$ cat src/rtl/pipeline_hazard_ctrl.sv
// Purpose : stall/flush controller for the 5-stage pipeline (load-use, multi-cycle mult, taken-branch squash).
// Latency : control outputs are combinational, same cycle as inputs; FSM and stall counter update on clk rising edge.
// Backpr. : stalls the PC and IF/ID and injects bubbles. Priority is branch flush > multiply > load-use.
// Ports   : ID operand fields/uses, EX load/dest/mult-start, MEM taken branch in;
//           PC/IFID/IDEX write enables, IFID/IDEX/EXMEM flushes, MultBusy/MultDone and StallCount out.
module pipeline_hazard_ctrl #(
    parameter int MULT_CYCLES = 4,
    parameter int STALL_CNT_W = 16
) (
    input  logic                   clk,
    input  logic                   rst_n,
    input  logic [4:0]             IDrsReg,
    input  logic [4:0]             IDrtReg,
    input  logic                   IDUsesRs,
    input  logic                   IDUsesRt,
    input  logic                   EXMemRead,
    input  logic [4:0]             EXrdReg,
    input  logic                   EXMultStart,
    input  logic                   MEMBranchTaken,
    output logic                   PCWrite,
    output logic                   IFIDWrite,
    output logic                   IFIDFlush,
    output logic                   IDEXWrite,
    output logic                   IDEXFlush,
    output logic                   EXMEMFlush,
    output logic                   MultBusy,
    output logic                   MultDone,
    output logic [STALL_CNT_W-1:0] StallCount
);

    typedef enum logic {IDLE = 1'b0, MULT = 1'b1} state_t;

    // mcnt counts the EX cycles already spent; the last one releases the pipeline.
    localparam logic [3:0] MCNT_LAST = 4'(MULT_CYCLES - 1);

    state_t                 state_q, state_d;
    logic [3:0]             mcnt_q, mcnt_d;
    logic [STALL_CNT_W-1:0] stall_cnt_q, stall_cnt_d;
    logic                   load_use;

    // $0 is hardwired to zero, so a load that targets it can never create a dependency.
    assign load_use = EXMemRead && (EXrdReg != 5'd0) &&
                      ((IDUsesRs && (IDrsReg == EXrdReg)) ||
                       (IDUsesRt && (IDrtReg == EXrdReg)));

    always_comb begin
        PCWrite     = 1'b1;
        IFIDWrite   = 1'b1;
        IFIDFlush   = 1'b0;
        IDEXWrite   = 1'b1;
        IDEXFlush   = 1'b0;
        EXMEMFlush  = 1'b0;
        MultDone    = 1'b0;
        MultBusy    = (state_q == MULT);
        state_d     = state_q;
        mcnt_d      = mcnt_q;
        stall_cnt_d = stall_cnt_q;

        if (MEMBranchTaken) begin
            // Everything younger than MEM is wrong-path, including any multiply in EX.
            IFIDFlush  = 1'b1;
            IDEXFlush  = 1'b1;
            EXMEMFlush = 1'b1;
            state_d    = IDLE;
            mcnt_d     = 4'd0;
        end else if (state_q == MULT) begin
            // EXMultStart is ignored here so a mult held in EX does not retrigger.
            if (mcnt_q == MCNT_LAST) begin
                MultDone = 1'b1;
                state_d  = IDLE;
                mcnt_d   = 4'd0;
            end else begin
                PCWrite    = 1'b0;
                IFIDWrite  = 1'b0;
                IDEXWrite  = 1'b0;
                EXMEMFlush = 1'b1;
                mcnt_d     = mcnt_q + 4'd1;
            end
        end else if (EXMultStart) begin
            PCWrite    = 1'b0;
            IFIDWrite  = 1'b0;
            IDEXWrite  = 1'b0;
            EXMEMFlush = 1'b1;
            state_d    = MULT;
            mcnt_d     = 4'd1;
        end else if (load_use) begin
            // Hold IF/ID and the PC; ID/EX still loads, but it loads a bubble.
            PCWrite   = 1'b0;
            IFIDWrite = 1'b0;
            IDEXFlush = 1'b1;
        end

        if (!PCWrite && (stall_cnt_q != {STALL_CNT_W{1'b1}})) begin
            stall_cnt_d = stall_cnt_q + STALL_CNT_W'(1);
        end

        // While in reset the pipeline must see a benign, free-running control word.
        if (!rst_n) begin
            PCWrite    = 1'b1;
            IFIDWrite  = 1'b1;
            IFIDFlush  = 1'b0;
            IDEXWrite  = 1'b1;
            IDEXFlush  = 1'b0;
            EXMEMFlush = 1'b0;
            MultBusy   = 1'b0;
            MultDone   = 1'b0;
        end
    end

    always_ff @(posedge clk or negedge rst_n) begin
        if (!rst_n) begin
            state_q     <= IDLE;
            mcnt_q      <= 4'd0;
            stall_cnt_q <= '0;
        end else begin
            state_q     <= state_d;
            mcnt_q      <= mcnt_d;
            stall_cnt_q <= stall_cnt_d;
        end
    end

    assign StallCount = stall_cnt_q;

endmodule

$ cat config.mk
export PLATFORM = sky130hd
export DESIGN_NAME = pipeline_hazard_ctrl
export DESIGN_NICKNAME = d
export VERILOG_FILES = /design/src/rtl/pipeline_hazard_ctrl.sv
export SDC_FILE = /design/constraint.sdc
export NUM_CORES = 1
export LEC_CHECK = 0
export ABC_AREA = 1
export CAP_MARGIN = 20
export CORE_MARGIN = 1
export CORE_UTILIZATION = 50
export DETAILED_ROUTE_END_ITERATION = 10
export DONT_BUFFER_PORTS = 1
export GPL_ROUTABILITY_DRIVEN = 0
export HOLD_SLACK_MARGIN = 0.02
export SLEW_MARGIN = 20
export SYNTH_ARGS = -nofsm -noshare
export SYNTH_HDL_FRONTEND = slang
export SYNTH_SLANG_ARGS = --single-unit
$ cat constraint.sdc
create_clock -name clk -period 2.9 [get_ports clk]
set_clock_uncertainty 0.2 [all_clocks]
set_input_delay 0.725 -clock clk [delete_from_list [all_inputs] [get_ports clk]]
set_output_delay 0.725 -clock clk [all_outputs]
set_load 0.005 [all_outputs]
* After elaboration in Yosys (flattened, before gate mapping)
Index checks and enable logic that the tools add are counted.
** Storage, ports and cells
- Bits in registers :: 21
- Input bits :: 22
- Output and inout bits :: 24
- Word-level logic and storage cells :: 49
** Cells by class
- Add/subtract/negate cells :: 2
- Equal/unequal tests :: 4
- Multiplexer cells :: 31
- Reduce and logical (&&, ||, !) cells :: 9
** Operators by type and width (number)
- 1-bit two-way mux :: 27
- 16-bit by 1-bit adder with 16-bit output, second input constant :: 1
- 4-bit two-way mux :: 4
- 16-bit inequality test, second input constant :: 1
- 5-bit equality test :: 2
- 1-bit logical AND :: 5
- 5-bit nonzero test :: 1
- 4-bit by 1-bit adder with 4-bit output, second input constant :: 1
- 4-bit by 2-bit equality test with 1-bit output, second input constant :: 1
- 3-bit nonzero test :: 1
- 1-bit zero test :: 1
- 1-bit logical OR :: 1

* Longest topological paths before layout
Gate-level depths: netlist of the first run.
- Depth in word-level cells :: 10
- Gate-level depth with buffers :: 12
- Gate-level depth less buffers :: 11

* Least setup slack after synthesis of the first run
No wires, ideal clock.
- Kind :: input to output
- From :: in EXrdReg[2]
- To :: out PCWrite
- Arrival :: 1.733 ns
- Data required time :: 1.975 ns
- Setup slack :: 0.242 ns
- Stages on the path :: 11
- Path buffers :: 2
- Cell sequence :: inv_1 -> nand2_1 -> nand2_1 -> nor2_1 -> nand3_1 -> nand2_1 -> nand3_1 -> nand2_2 -> buf_2 -> nand2_1 -> buf_4
** Between the ends
- Word-level cells in the longest chain between the ends :: 9
- Elaborated cells on any way between the ends :: 13
- Classes of those cells :: 2 x eq/ne; 5 x mux; 6 x reduce/logical
** Ends and longest elaborated chain
- start, declared :: RTL line 17 : input logic [4:0] EXrdReg,
- 5-bit equality test (on tied branches) :: RTL line 43, 44
- 1-bit logical AND (on tied branches) :: RTL line 43, 44
- 1-bit logical OR :: RTL line 43 : ((IDUsesRs && (IDrsReg == EXrdReg)) ||
- 1-bit logical AND * :: RTL line 42 : assign load_use = EXMemRead && (EXrdReg != 5'd0) &&
- 1-bit two-way mux * (5 in a row)
- end, declared :: RTL line 20 : output logic PCWrite,
Every way passes the cells marked *; elsewhere a longest branch is shown, timed or not.

* Worst setup path in the final report of the first run
- From :: reg mcnt_q[0]
- To :: out PCWrite
** Between the ends
- Word-level cells in the longest chain between the ends :: 5
** Ends and longest elaborated chain
- start, declared :: RTL line 37 : logic [3:0] mcnt_q, mcnt_d;
- start signal, assigned :: RTL line 117 : mcnt_q <= mcnt_d;
- 4-bit by 2-bit equality test with 1-bit output :: RTL line 68 : if (mcnt_q == MCNT_LAST) begin
- 1-bit two-way mux (4 in a row)
Every way passes these cells.

==> run metrics, run 1 <==
Crit. End Element output port; CORE AREA 2810 sq um; final hold vios 0; dpl cell area 1520 sq um; violations in the final reports DRC; Most common cell on crit path nand2_1; Worst Path Arrival 1630 ps; Cells after DPL 253; initial antenna violation count 0; Yosys reg bits 21; Area Overhead vs Synth 3.32%; RSZ-0062 raised after global routing no; fillers 286; final WL 3060 um; nets 252; Final Critical Period 2560 ps; Worst-Skew Late Latency 310 ps; Worst Hold Class in -> async; clk slew on worst S/H paths 110 ps; TritonCTS Sinks 21; slowest CP cell dfrtp_1; post-route ant nets 0; Post-synth EDFFs 0; Peak Freq 0.391 GHz; drc violations 12; CTS max path bufs 2; routed vias/inst 5.16; global-route wire length before repair 5290 um; Yosys Warn Count 0; CP Launch Type flop; pwr dens 427 nW/um^2; Worst slew margin 68.9%; worst slew pin tran 467 ps; DR WL/cell 11.9 um; most common cell after layout, fill and taps aside nand2_1; async set or reset register ratio after synthesis 100%; DP HPWL 2310 um; max-slew violation count 0; Flop pwr share 58.3%; sw frac 34.3%; syn_area_per_cell 6.70 sq um; setup violators final 0; post-synth cell types 24; total gr overflow 0; MaxCap Viol Count 0; CTS tree yes; mapped cell area 1510 sq um; outcome finished with violations; Power, Total 665 uW; First DRT Iteration DRCs 68; cts repair resizes 0; Yosys top cell by area dfrtp_1; I/O pins 46; CP max stage delay 420 ps; commonest non-fill, non-tap cells in the layout nand2_1 (87), inv_1 (26), nand3_1 (23), dfrtp_1 (21), nor2_1 (21); Antenna diodes 0; Comb power frac 20.2%; post-synthesis sequential area ratio 34.9%; Leak 0.000831 uW; DIE AREA 3240 sq um; fin util 55.5%; htree depth 1; Clock Power Share 21.5%; top-area cell type share of the netlist area 34.9%; DR vias 1331; top area cells in the synthesized netlist dfrtp_1 (35%), nand2_1 (22%), nand3_1 (7.6%); # port buffers 0; final cell count without fillers 258; syn nets 249; Num CTS Buffers 3; Internal 437 uW; row count 19; Final TNS setup 0 ps; critical path required time 1980 ps; period utilization 88.2%; Post-Synthesis Cells 225; Top FF cell, synth dfrtp_1; post-route cell area 1560 sq um; Max IR drop VDD 387 uV; Vert. Die Dim 56.9 um; CP max FO 4; critical path cell sequence ha_1 -> nand2_1 -> nor2_1 -> nand2_1 -> nand2_1 -> nor2_2 -> inv_2 -> nand2_2 -> nand2_1; total track usage 20.5%; vias in the first global route 1285; Sw Pwr 228 uW; DR pass1 iterations 7; Setup CP Type reg -> out; ratio of cells with drive above 1 in the final layout 7.93%; largest net degree at the start of global routing 22; Die X 56.9 um; root buf cell clkbuf_4; Initial Util 53.7%
==> flip-flops by register name, indices dropped and copies added (netlist names) <==
name / count
StallCount: 16
mcnt_q: 4
state_q: 1
==> final timing paths <==
path | depth (start not counted) | slack (ps) | endpoint | start
setup / recovery | 9 | 340 | PCWrite | mcnt_q[0]
hold / removal | 1 | 150 | StallCount[9] | rst_n
setup reg to reg | 9 | 600 | StallCount[9] | StallCount[0]
hold reg to reg | 2 | 370 | StallCount[1] | StallCount[1]
max in group asynchronous | 1 | 2040 | StallCount[14] | rst_n
min in group clk | 2 | 370 | StallCount[1] | StallCount[1]
==> synthesized netlist by cell type, drive strengths merged, types with 2 or more instances <==
library cell and number:
inv 29, nand4 4, ha 2, nand2 89, o21ai 5, nand3 26
xor2 7, xnor2 8, nor2 23, nor3 4, buf 4, dfrtp 21
==> cell type report <==
| type | count | area, sq um | area share [%] |
|---|---|---|---|
| sequential | 21 | 526 | 33.8 |
| timing repair buffer | 2 | 12.5 | 0.804 |
| multi-input combinational | 171 | 843 | 54.2 |
| inverter | 29 | 109 | 6.99 |
| clock inverter | 1 | 5.00 | 0.322 |
| tap | 31 | 38.8 | 2.49 |
| clock buffer | 3 | 22.5 | 1.45 |
==> logic make-up after synthesis <==
| group | Yosys count | synth area share (%) |
|---|---|---|
| XOR/XNOR | 15 | 8.72 |
| AND/OR/NAND/NOR | 146 | 42.5 |
| buffers and inverters | 33 | 9.14 |
| AO/OA/AOI/OAI | 8 | 3.07 |
| flip-flops | 21 | 34.9 |
| adder cells (fa/ha/maj) | 2 | 1.66 |
==> power by group through the flow <==
stage | registers [uW] | clock network (uW) | logic, uW
after floorplan | 380 | 0 | 115
after global placement | 393 | 0 | 127
after detailed placement | 393 | 0 | 129
after CTS | 389 | 150 | 136
after global routing | 394 | 157 | 155
final | 387 | 143 | 135
==> metal layers <==
metal  global-route usage [%]  part of all wire [%]  wire length, um
met1                     25.2                    46             1400
met2                     36.0                    47             1440
met3                     3.92                   5.8              178
met4                     6.27                   1.3               41
met5                        0                     0                0
==> stage by stage <==
| step | hold WS (ps) | setup WS, ps |
|---|---|---|
| final | 149 | 341 |
| after global routing | 187 | 222 |
| after CTS | 375 | 327 |
| after detailed placement | 230 | 546 |
| after global placement | 230 | 549 |
| after floorplan | 229 | 242 |
==> timing repair <==
| action | in CTS | in global routing |
|---|---|---|
| hold buffers | 1 | 0 |
| buffers inserted | 0 | 0 |
| hold endpoints to repair | 21 | 0 |
==> critical path: cells and delay by family (launching register included) <==
kind          cells  cell delay [ps]
simple gates      7              630
flops             1              420
fa+ha+maj         1              230
buf+inv           1               50
Note: power is estimated with default switching activity, not from simulation.
==> inputs of run 2 (changes only) <==
--- a/config.mk
+++ b/config.mk
@@ -12,7 +12,6 @@
 export DETAILED_ROUTE_END_ITERATION = 10
 export DONT_BUFFER_PORTS = 1
 export GPL_ROUTABILITY_DRIVEN = 0
-export HOLD_SLACK_MARGIN = 0.02
 export SLEW_MARGIN = 20
 export SYNTH_ARGS = -nofsm -noshare
 export SYNTH_HDL_FRONTEND = slang
==> results of run 2 <==
The final DEF is identical to that of run 1; final timing and power are the same.
==> inputs of run 3 (changes only) <==
--- a/config.mk
+++ b/config.mk
@@ -7,7 +7,7 @@
 export LEC_CHECK = 0
 export ABC_AREA = 1
 export CAP_MARGIN = 20
-export CORE_MARGIN = 1
+export CORE_MARGIN = 3
 export CORE_UTILIZATION = 50
 export DETAILED_ROUTE_END_ITERATION = 10
 export DONT_BUFFER_PORTS = 1
==> run metrics, run 3 (same netlist as run 1, synthesis figures left out) <==
outcome complete, no violations (was finished with violations); cts repair resizes 0 (unchanged); critical path cell sequence ha_1 -> nand2_1 -> nor2_1 -> nand2_1 -> nand2_1 -> nor2_2 -> inv_2 -> nand2_2 -> nand2_1 (unchanged); total track usage 18.1% (was 20.5%); Area Overhead vs Synth 3.65% (was 3.32%); critical path required time 1980 ps (about the same); TritonCTS Sinks 21 (unchanged); global-route wire length before repair 5130 um (was 5290 um); Worst slew margin 38.7% (was 68.9%); most common cell after layout, fill and taps aside nand2_1 (unchanged); Power, Total 665 uW (about the same); Antenna diodes 0 (unchanged); Most common cell on crit path nand2_1 (unchanged); nets 252 (unchanged); routed vias/inst 5.15 (was 5.16); Initial Util 53.7% (unchanged); slowest CP cell dfrtp_1 (unchanged); Die X 60.9 um (was 56.9 um); RSZ-0062 raised after global routing no (unchanged); pwr dens 426 nW/um^2 (was 427 nW/um^2); Vert. Die Dim 60.9 um (was 56.9 um); # port buffers 0 (unchanged); final WL 3110 um (was 3060 um); CTS tree yes (unchanged); max reg flops 16 (unchanged); DP HPWL 2320 um (was 2310 um); largest net degree at the start of global routing 22 (unchanged); CP max FO 4 (unchanged); setup violators final 0 (unchanged); dpl cell area 1520 sq um (unchanged); vias in the first global route 1275 (was 1285); DR pass1 iterations 4 (was 7); post-route ant nets 0 (unchanged); clk slew on worst S/H paths 120 ps (was 110 ps); DIE AREA 3710 sq um (was 3240 sq um); Crit. End Element output port (unchanged); Setup CP Type reg -> out (unchanged); period utilization 87.8% (was 88.2%); CP Launch Type flop (unchanged); total gr overflow 0 (unchanged); row count 19 (unchanged); First DRT Iteration DRCs 44 (was 68); root buf cell clkbuf_4 (unchanged); Final Critical Period 2550 ps (was 2560 ps); CORE AREA 2810 sq um (unchanged); CTS max path bufs 2 (unchanged); Hold Worst Slack 371 ps (was 149 ps); commonest non-fill, non-tap cells in the layout nand2_1 (87), inv_1 (26), nand3_1 (23), dfrtp_1 (21), nor2_1 (21) (unchanged); DR WL/cell 12.1 um (was 11.9 um); drc violations 0 (was 12); max-slew violation count 0 (unchanged); worst slew pin tran 917 ps (was 467 ps); Leak 0.000831 uW (about the same); post-CTS setup buffer count 0 (unchanged); CP max stage delay 420 ps (about the same); Worst Path Arrival 1620 ps (was 1630 ps); I/O pins 46 (unchanged); initial antenna violation count 0 (unchanged); CTS Hold Bufs 1 (unchanged); MaxCap Viol Count 0 (unchanged); Max IR drop VDD 384 uV (was 387 uV); Worst-Skew Late Latency 310 ps (about the same); final hold vios 0 (unchanged); Peak Freq 0.393 GHz (was 0.391 GHz); htree depth 1 (unchanged); DR vias 1328 (was 1331); Worst Hold Class reg -> reg (was in -> async); post-route cell area 1560 sq um (about the same); Num CTS Buffers 3 (unchanged); Final TNS setup 0 ps (unchanged); ratio of cells with drive above 1 in the final layout 7.49% (was 7.93%)
==> run 3: changes by cell type in the layout (fill, tap and decap cells not counted) <==
| cell | change |
|---|---|
| buf_2 | -1 |
| dlygate4sd3_1 | +1 |
==> run 3: layout make-up <==
type	count	area [sq um]
tap	31	38.8
clock inverter	1	5.00
inverter	29	109
multi-input combinational	171	843
clock buffer	3	22.5
sequential	21	526
timing repair buffer	2	17.5
fill	283	1240
==> run 3: where the power goes <==
| group | switching, uW | total [uW] | internal [uW] |
|---|---|---|---|
| Sequential | 59.4 | 387 | 327 |
| Clock | 91.6 | 143 | 51.5 |
| Combinational | 77.1 | 135 | 58.1 |
==> run 3: layer usage <==
metal  up-vias  share of wire (%)  track usage, %
met4         0                1.5            6.19
met1       578                 46            22.6
met2        37                 45            30.4
met5         -                  0               0
li1        706                  -               -
met3         7                7.6            4.68
==> run 3: critical path, delay by kind of cell (launching register included) <==
kind	cells	cell delay, ps
adders and majority gates	1	230
buffers and inverters	1	50
DFF	1	420
and+or+nand+nor	7	620
==> run 3: final timing paths <==
check                               from              to  slack [ps]  depth (start not counted)
max                            mcnt_q[0]         PCWrite         350                          9
min                        StallCount[1]   StallCount[1]         370                          2
max reg2reg                StallCount[0]  StallCount[15]         610                          9
min reg2reg                StallCount[1]   StallCount[1]         370                          2
max in group asynchronous          rst_n  StallCount[13]        1150                          1
min in group asynchronous          rst_n   StallCount[5]         780                          1
==> run 3: through the flow <==
stage	utilization (%)	instances	worst slack, ps
2_1_floorplan	-	225	242
3_3_place_gp	54.3	253	542
3_5_place_dp	54.3	253	539
4_1_cts	55.7	258	332
5_1_grt	55.7	258	188
6_report	55.7	258	353
